File: src/rtl/fetch_pkg.sv
// Shared types and constants for the MIPS multicycle fetch stage.
package fetch_pkg;

  typedef enum logic [1:0] {
    IDLE  = 2'd0,
    FETCH = 2'd1,
    HOLD  = 2'd2
  } state_t;

  localparam int OP_MSB  = 31;
  localparam int OP_LSB  = 26;
  localparam int RS_MSB  = 25;
  localparam int RS_LSB  = 21;
  localparam int RT_MSB  = 20;
  localparam int RT_LSB  = 16;
  localparam int IMM_MSB = 15;
  localparam int IMM_LSB = 0;

  localparam logic [31:0] DEFAULT_RESET_PC   = 32'h0000_0000;
  localparam logic [31:0] DEFAULT_EXC_VECTOR = 32'h0000_0080;

endpackage

File: src/rtl/fetch_unit_instr_reg.sv
// Instruction register: load-enabled capture, async clear, raw field slices.
module instr_reg
  import fetch_pkg::*;
(
  input  logic        clk,
  input  logic        reset_n,
  input  logic        load,
  input  logic [31:0] d,
  output logic [31:0] q,
  output logic [5:0]  opcode,
  output logic [4:0]  rs,
  output logic [4:0]  rt,
  output logic [15:0] imm
);

  always_ff @(posedge clk or negedge reset_n) begin
    if (!reset_n) q <= 32'h0;
    else if (load) q <= d;
  end

  assign opcode = q[OP_MSB:OP_LSB];
  assign rs     = q[RS_MSB:RS_LSB];
  assign rt     = q[RT_MSB:RT_LSB];
  assign imm    = q[IMM_MSB:IMM_LSB];

endmodule

File: src/rtl/fetch_unit.sv
// Fetch stage: PC, memory read handshake with bounded wait, redirect loading.
// Build option: ALIGN_CHECK_EN turns misaligned redirects into an exception-vector load.
//
// Handshake: mem_rd is held high for every FETCH cycle; a fetch completes on
// the first rising edge where mem_rd and mem_ready are both high.
module fetch_unit
  import fetch_pkg::*;
#(
  parameter logic [31:0] RESET_PC   = DEFAULT_RESET_PC,
  parameter int          WAIT_MAX   = 16,
  parameter logic [31:0] EXC_VECTOR = DEFAULT_EXC_VECTOR
) (
  input  logic        clk,
  input  logic        reset_n,
  input  logic        fetch_start,
  input  logic        redirect,
  input  logic [31:0] redirect_target,
  output logic        mem_rd,
  output logic [31:0] mem_addr,
  input  logic        mem_ready,
  input  logic [31:0] mem_rdata,
  output logic [31:0] pc,
  output logic [31:0] pc_plus4,
  output logic [31:0] instr,
  output logic [5:0]  opcode,
  output logic [4:0]  inst25_21,
  output logic [4:0]  inst20_16,
  output logic [15:0] inst15_0,
  output logic        instr_valid,
  output logic        busy,
  output logic        fetch_err,
  output logic        addr_err,
  output logic [1:0]  dbg_state
);

  localparam int CW = (WAIT_MAX > 1) ? $clog2(WAIT_MAX) : 1;
  localparam logic [CW-1:0] CNT_LAST = CW'(WAIT_MAX - 1);

  state_t        state, state_next;
  logic [CW-1:0] wait_cnt;
  logic          idle_or_hold;
  logic          capture;
  logic          timeout;
  logic          misaligned;
  logic [31:0]   redirect_pc;

  assign idle_or_hold = (state == IDLE) || (state == HOLD);
  assign capture      = (state == FETCH) && mem_ready;
  assign timeout      = (state == FETCH) && !mem_ready && (wait_cnt == CNT_LAST);

`ifdef ALIGN_CHECK_EN
  assign misaligned  = (redirect_target[1:0] != 2'b00);
  assign redirect_pc = misaligned ? EXC_VECTOR : redirect_target;
`else
  assign misaligned  = 1'b0;
  assign redirect_pc = {redirect_target[31:2], 2'b00};
`endif

  always_ff @(posedge clk or negedge reset_n) begin
    if (!reset_n) state <= IDLE;
    else state <= state_next;
  end

  always_comb begin
    state_next = state;
    case (state)
      IDLE, HOLD: if (fetch_start) state_next = FETCH;
      FETCH: begin
        if (mem_ready) state_next = HOLD;
        else if (timeout) state_next = IDLE;
      end
      default: state_next = IDLE;
    endcase
  end

  // Redirects only land between fetches so the address never moves under mem_rd.
  always_ff @(posedge clk or negedge reset_n) begin
    if (!reset_n) begin
      pc        <= RESET_PC;
      wait_cnt  <= '0;
      fetch_err <= 1'b0;
      addr_err  <= 1'b0;
    end else begin
      fetch_err <= timeout;
      addr_err  <= idle_or_hold && redirect && misaligned;
      if (idle_or_hold && redirect) pc <= redirect_pc;
      else if (capture) pc <= pc_plus4;
      if (idle_or_hold && fetch_start) wait_cnt <= '0;
      else if ((state == FETCH) && !mem_ready) wait_cnt <= wait_cnt + 1'b1;
    end
  end

  instr_reg u_instr_reg (
    .clk    (clk),
    .reset_n(reset_n),
    .load   (capture),
    .d      (mem_rdata),
    .q      (instr),
    .opcode (opcode),
    .rs     (inst25_21),
    .rt     (inst20_16),
    .imm    (inst15_0)
  );

  assign pc_plus4    = pc + 32'd4;
  assign mem_addr    = pc;
  assign mem_rd      = (state == FETCH);
  assign busy        = (state == FETCH);
  assign instr_valid = (state == HOLD);
  assign dbg_state   = state;

endmodule
File: config.mk
export PLATFORM = sky130hd
export DESIGN_NAME = fetch_unit
export DESIGN_NICKNAME = d
export VERILOG_FILES = /design/src/rtl/fetch_pkg.sv /design/src/rtl/fetch_unit_instr_reg.sv /design/src/rtl/fetch_unit.sv
export SDC_FILE = /design/constraint.sdc
export NUM_CORES = 1
export LEC_CHECK = 0
export BUFFER_PORTS_ARGS = -buffer_cell sky130_fd_sc_hd__buf_4
export CAP_MARGIN = 20
export CORE_MARGIN = 3
export CORE_UTILIZATION = 46
export DETAILED_ROUTE_END_ITERATION = 7
export GPL_TIMING_DRIVEN = 0
export PLACE_DENSITY = 0.89
export REMOVE_ABC_BUFFERS = 1
export SYNTH_ARGS = -nofsm -noshare
export SYNTH_HDL_FRONTEND = slang
export SYNTH_HIERARCHICAL = 1
export SYNTH_SLANG_ARGS = --single-unit
File: constraint.sdc
create_clock -name clk -period 2.3 [get_ports clk]
set_input_delay 0.115 -clock clk [delete_from_list [all_inputs] [get_ports clk]]
set_output_delay 0.115 -clock clk [all_outputs]
set_load 0.005 [all_outputs]
### Word level (Yosys, flattened, before mapping)

Cells that the tools add are included.

* register bits: 71
* input port bits: 69
* output and inout bits: 167
* word-level logic and storage cells: 32

* add/sub/neg operators: 2
* equal/unequal tests: 5
* muxes and demuxes: 8
* reductions and logical operators: 12

Operators with widths (count)
* 32-bit 2-to-1 mux: 2
* 32-bit by 3-bit adder with 32-bit output, second input constant: 1
* 4-bit 2-to-1 mux: 2
* 2-bit 2-to-1 mux: 3
* 1-bit logical AND: 5
* 4-bit by 1-bit adder with 4-bit output, second input constant: 1
* 4-bit == test, second input constant: 1
* 2-bit case mux with 2 select lines: 1
* 2-bit nonzero test: 2
* 3-bit by 2-bit inequality test with 1-bit output, second input constant: 1
* 2-bit by 1-bit == test with 1-bit output, second input constant: 1
* 2-bit == test, second input constant: 1
* 2-bit zero test: 1
* 2-bit inequality test, second input constant: 1
* 2-bit AND reduction: 1
* 2-bit OR reduction: 1
* 1-bit zero test: 1
* 1-bit logical OR: 1

### Depth between registers and ports, before layout

* depth in word-level cells: 6
* mapped depth: 7
* gate-level depth less buffers: 5

### By module

Netlist, hierarchy kept.

Modules (own cells, without submodules)
* fetch_unit: instances 1, cells an instance 343, area an instance 2846.5 sq um, seq. area each 925.9 sq um
* instr_reg: instances 1, cells an instance 100, area an instance 1585.3 sq um, seq. area each 800.8 sq um

### Worst setup path before layout

Ideal clock, no wire load.

* path type: reg-to-reg
* start point: reg pc[16], in the netlist mem_addr[16]
* end point: reg pc[23], in the netlist mem_addr[23]
* library setup time: 0.082 ns
* arrival time: 1.900 ns
* data required time: 2.218 ns
* path slack: 0.318 ns
* cell stages (with the launch flop): 7
* buffers on the path: 2
* period minus slack after synthesis: 1.982 ns
* path through: dfrtp_1 > buf_2 > nand4_2 > or4_1 > buf_2 > or4_1 > a31oi_1

* cells in the longest elaborated chain, start to end: 3

Ends and longest elaborated chain
* start: declaration: RTL line fetch_unit.sv:22 `output logic [31:0] pc,`
* start signal: assignment: RTL line fetch_unit.sv:86 `if (idle_or_hold && redirect) pc <= redirect_pc;`
* start signal: assignment: RTL line fetch_unit.sv:87 `else if (capture) pc <= pc_plus4;`
* 32-bit by 3-bit adder with 32-bit output: RTL line fetch_unit.sv:105 `assign pc_plus4 = pc + 32'd4;`
* 32-bit 2-to-1 mux: RTL line fetch_unit.sv:87
* 32-bit 2-to-1 mux: RTL line fetch_unit.sv:86

Every way passes these cells. The select of a mux whose other input is x is not followed.
A chain may end at the register's enable or synchronous reset.

### Final worst setup path

* start point: reg pc[24], in the netlist mem_addr[24]
* end point: out pc_plus4[30]

* cells in the longest elaborated chain, start to end: 1

Ends and longest elaborated chain
* 32-bit by 3-bit adder with 32-bit output: RTL line fetch_unit.sv:105
* end: declaration: RTL line fetch_unit.sv:23 `output logic [31:0] pc_plus4,`

Every way passes these cells.

==> results.yml <==
synthesis:
  ys_seq_area_share_pct: 39.0
  synth_top_area_share_pct: 39.0
  synth_largest_area_cell: "dfrtp_1"
  synth.yosys.warnings: 6
  async_reset_ff_share_pct: 100
  ys_ff_latch: 69
  synthCells: 443
  synth_top_cells_by_area: "dfrtp_1, buf_4, mux2_4, xnor2_1, xor2_1"
  synth.avg_cell_area_sq_um: 10.0
  synth_ff_type: "dfrtp_1"
  synth_edf_count: 0
  synth_area_sq_um: 4430
  synthDistinctLibCells: 51
setup_path:
  cp_max_fo: 7
  cp.arrival_ps: 2100
  setup.worst_path.end: "pc_plus4[30]"
  crit_type: "flop to output pin"
  r2r_cells: 5
  cp-start-kind: "flop"
  r2r_slack_ps: 130
  worst_setup_path_end_kind: "output pin"
  r2r_start: "dbg_state[1]"
  startpoint: "mem_addr[24]"
  worst_ep_required_time_ps: 2180
  r2r-end: "mem_addr[29]"
pwr:
  clkPwrFrac_pct: 15.9
  p_sw_share_pct: 35.7
  power_frac_comb_pct: 49.2
  p_int_mw: 4.36
  p_leak_nw: 2.93
  finalPower_mw: 6.78
  power_switching_mw: 2.42
  p_per_area_nw_per_um2: 1090
  ir_drop_uv: 699
  power_frac_seq_pct: 34.9
drt:
  first_pass_iters: 4
  first_iter_violations: 210
  vias: 4123
  drt.antenna.violating_nets: 0
  drt-total-wl_microns: 14100
  routedWlPerCell_microns: 18.6
  drc_errors: 0
  routed_via_density: 5.45
clock_tree:
  clockBufferDepth: 2
  cts_root_buf: "clkbuf_8"
  cts_sinks: 69
  htree_levels: 3
  clk_pin_slew_ps: 80
  cts_tree: "yes"
  clk_latency_ps: 330
  cts_buffers: 9
cells_and_area:
  final_cell_mix: "buf_4, dfrtp_1, mux2_4"
  antenna_cells: 0
  area_delta_synth_final_pct: 40.7
  final_common_cell: "buf_4"
  utilization_pct: 67.2
  post_layout_nonfiller_instances: 757
  layout-drive-gt1-share_pct: 51.4
  fin_nets: 695
  fin_area_sq_um: 6230
timing:
  tightest_slew_ps: 885
  hold_viol: 0
  fin_setup_tns_ps: 0
  finalWorstSetupSlack_ps: 81.2
  finalCritPeriodShare_pct: 96.5
  max_slew_margin_pct: 41.0
  slew_viol_final: 0
  timing.fmax_mhz: 451
  hold_ws_ps: 14.7
  setup_violations: 0
  fin_crit_ps: 2220
  skew_ps: 15.4
global_route:
  grt_pass1_vias: 4090
  grt_use_total_pct: 25.2
  antenna_found_initial: 0
  grt_max_degree: 70
  grt_pass1_wl_microns: 22100
  overflow: 0
placed_design:
  preCtsSetupSlack_ps: -630
  port_buffers: 226
  postPlaceCellArea_sq_um: 5650
  placed_cells: 708
  gp_congestion: 0.888
  dp_hpwl_microns: 9630
run_status:
  outcome: "completed"
floorplanning:
  dieArea_sq_um: 10800
  row_count: 35
  io_pins: 236
  coreArea_sq_um: 9280
  start_util_pct: 47.7
  dieWidth_microns: 104
  die_h_microns: 104
min_path:
  hold_path_class: "input port to flop"
job:
  cap_violations: 0
## critical path, cell delays in order (launching register included)
cell and delay, ps:
dfrtp_1 470, nand4_1 230, or3_1 460, nor3_1 250, xor2_1 210, buf_4 140
## power groups by stage
| stage | Clock (mW) | Sequential [mW] | Combinational (mW) |
|---|---|---|---|
| global route | 1.14 | 2.47 | 3.57 |
| CTS | 1.10 | 2.33 | 3.23 |
| global placement | 0 | 2.28 | 3.09 |
| finish | 1.08 | 2.37 | 3.34 |
| floorplan | 0 | 2.28 | 1.08 |
| detailed placement | 0 | 2.33 | 3.17 |
## metal layers
layer / wire (microns) / global-route usage (%) / share of wire (%)
met5: 0 / 0 / 0
met4: 351 / 8.36 / 2.5
met3: 965 / 5.90 / 6.8
met2: 7410 / 46.1 / 53
met1: 5380 / 28.8 / 38
## layout make-up
cell class | instances | area (sq um)
multi-input combinational | 275 | 2060
fill | 696 | 3050
clock buffer | 9 | 124
sequential | 69 | 1750
tap | 129 | 161
inverter | 8 | 30.0
timing repair buffer | 261 | 2020
clock inverter | 6 | 88.8
## cells by family (layout without fill, tap and decap cells)
family	count (synthesis)	in the layout	synth area share (%)
buf+inv	106	284	16.4
xor+xnor	32	32	6.32
flops	69	69	39.0
compound gates	62	62	9.83
mux	33	33	10.9
other cells	1	7	0.0846
fa+ha+maj	2	2	0.565
simple gates	138	139	17.0
## flip-flops by register name, summed over array words and instances (netlist names)
name and count:
dbg_state 2, u_instr_reg/q 32, wait_cnt 4, mem_addr 30, fetch_err 1
## synth_stat cells (5+ instances only)
cell type / n
mux2_4: 30
nor3_1: 8
buf_4: 71
or4_1: 11
o21ai_0: 11
nor4_1: 6
inv_1: 8
nor2_1: 27
a31oi_1: 14
clkbuf_1: 16
dfrtp_1: 69
xor2_1: 15
o31ai_1: 8
or3_1: 6
xnor2_1: 17
nand2_1: 28
and4_1: 7
a221o_1: 5
nand3_1: 10
nand4_1: 16
## what timing repair did
item,CTS,global route
cloned,1,0
resized for setup,5,23
hold buffers,13,3
endpoints found under the hold margin,81,3
endpoints found under the setup margin,76,23
pin swaps,3,1
buffers inserted,8,9
## worst min-delay path by stage
| stage | start | to | slack (ps) | cells after the start |
|---|---|---|---|---|
| detailed placement | reset_n | u_instr_reg/q[20] | 290 | 1 |
| floorplan | reset_n | dbg_state[0] | -180 | 0 |
| global placement | reset_n | u_instr_reg/q[20] | 280 | 1 |
| CTS | mem_rdata[18] | u_instr_reg/q[18] | 0.2 | 2 |
| finish | mem_rdata[20] | u_instr_reg/q[20] | 10 | 2 |
| global route | mem_rdata[11] | u_instr_reg/q[11] | 4 | 2 |
Power figures use the tool's default switching activity.
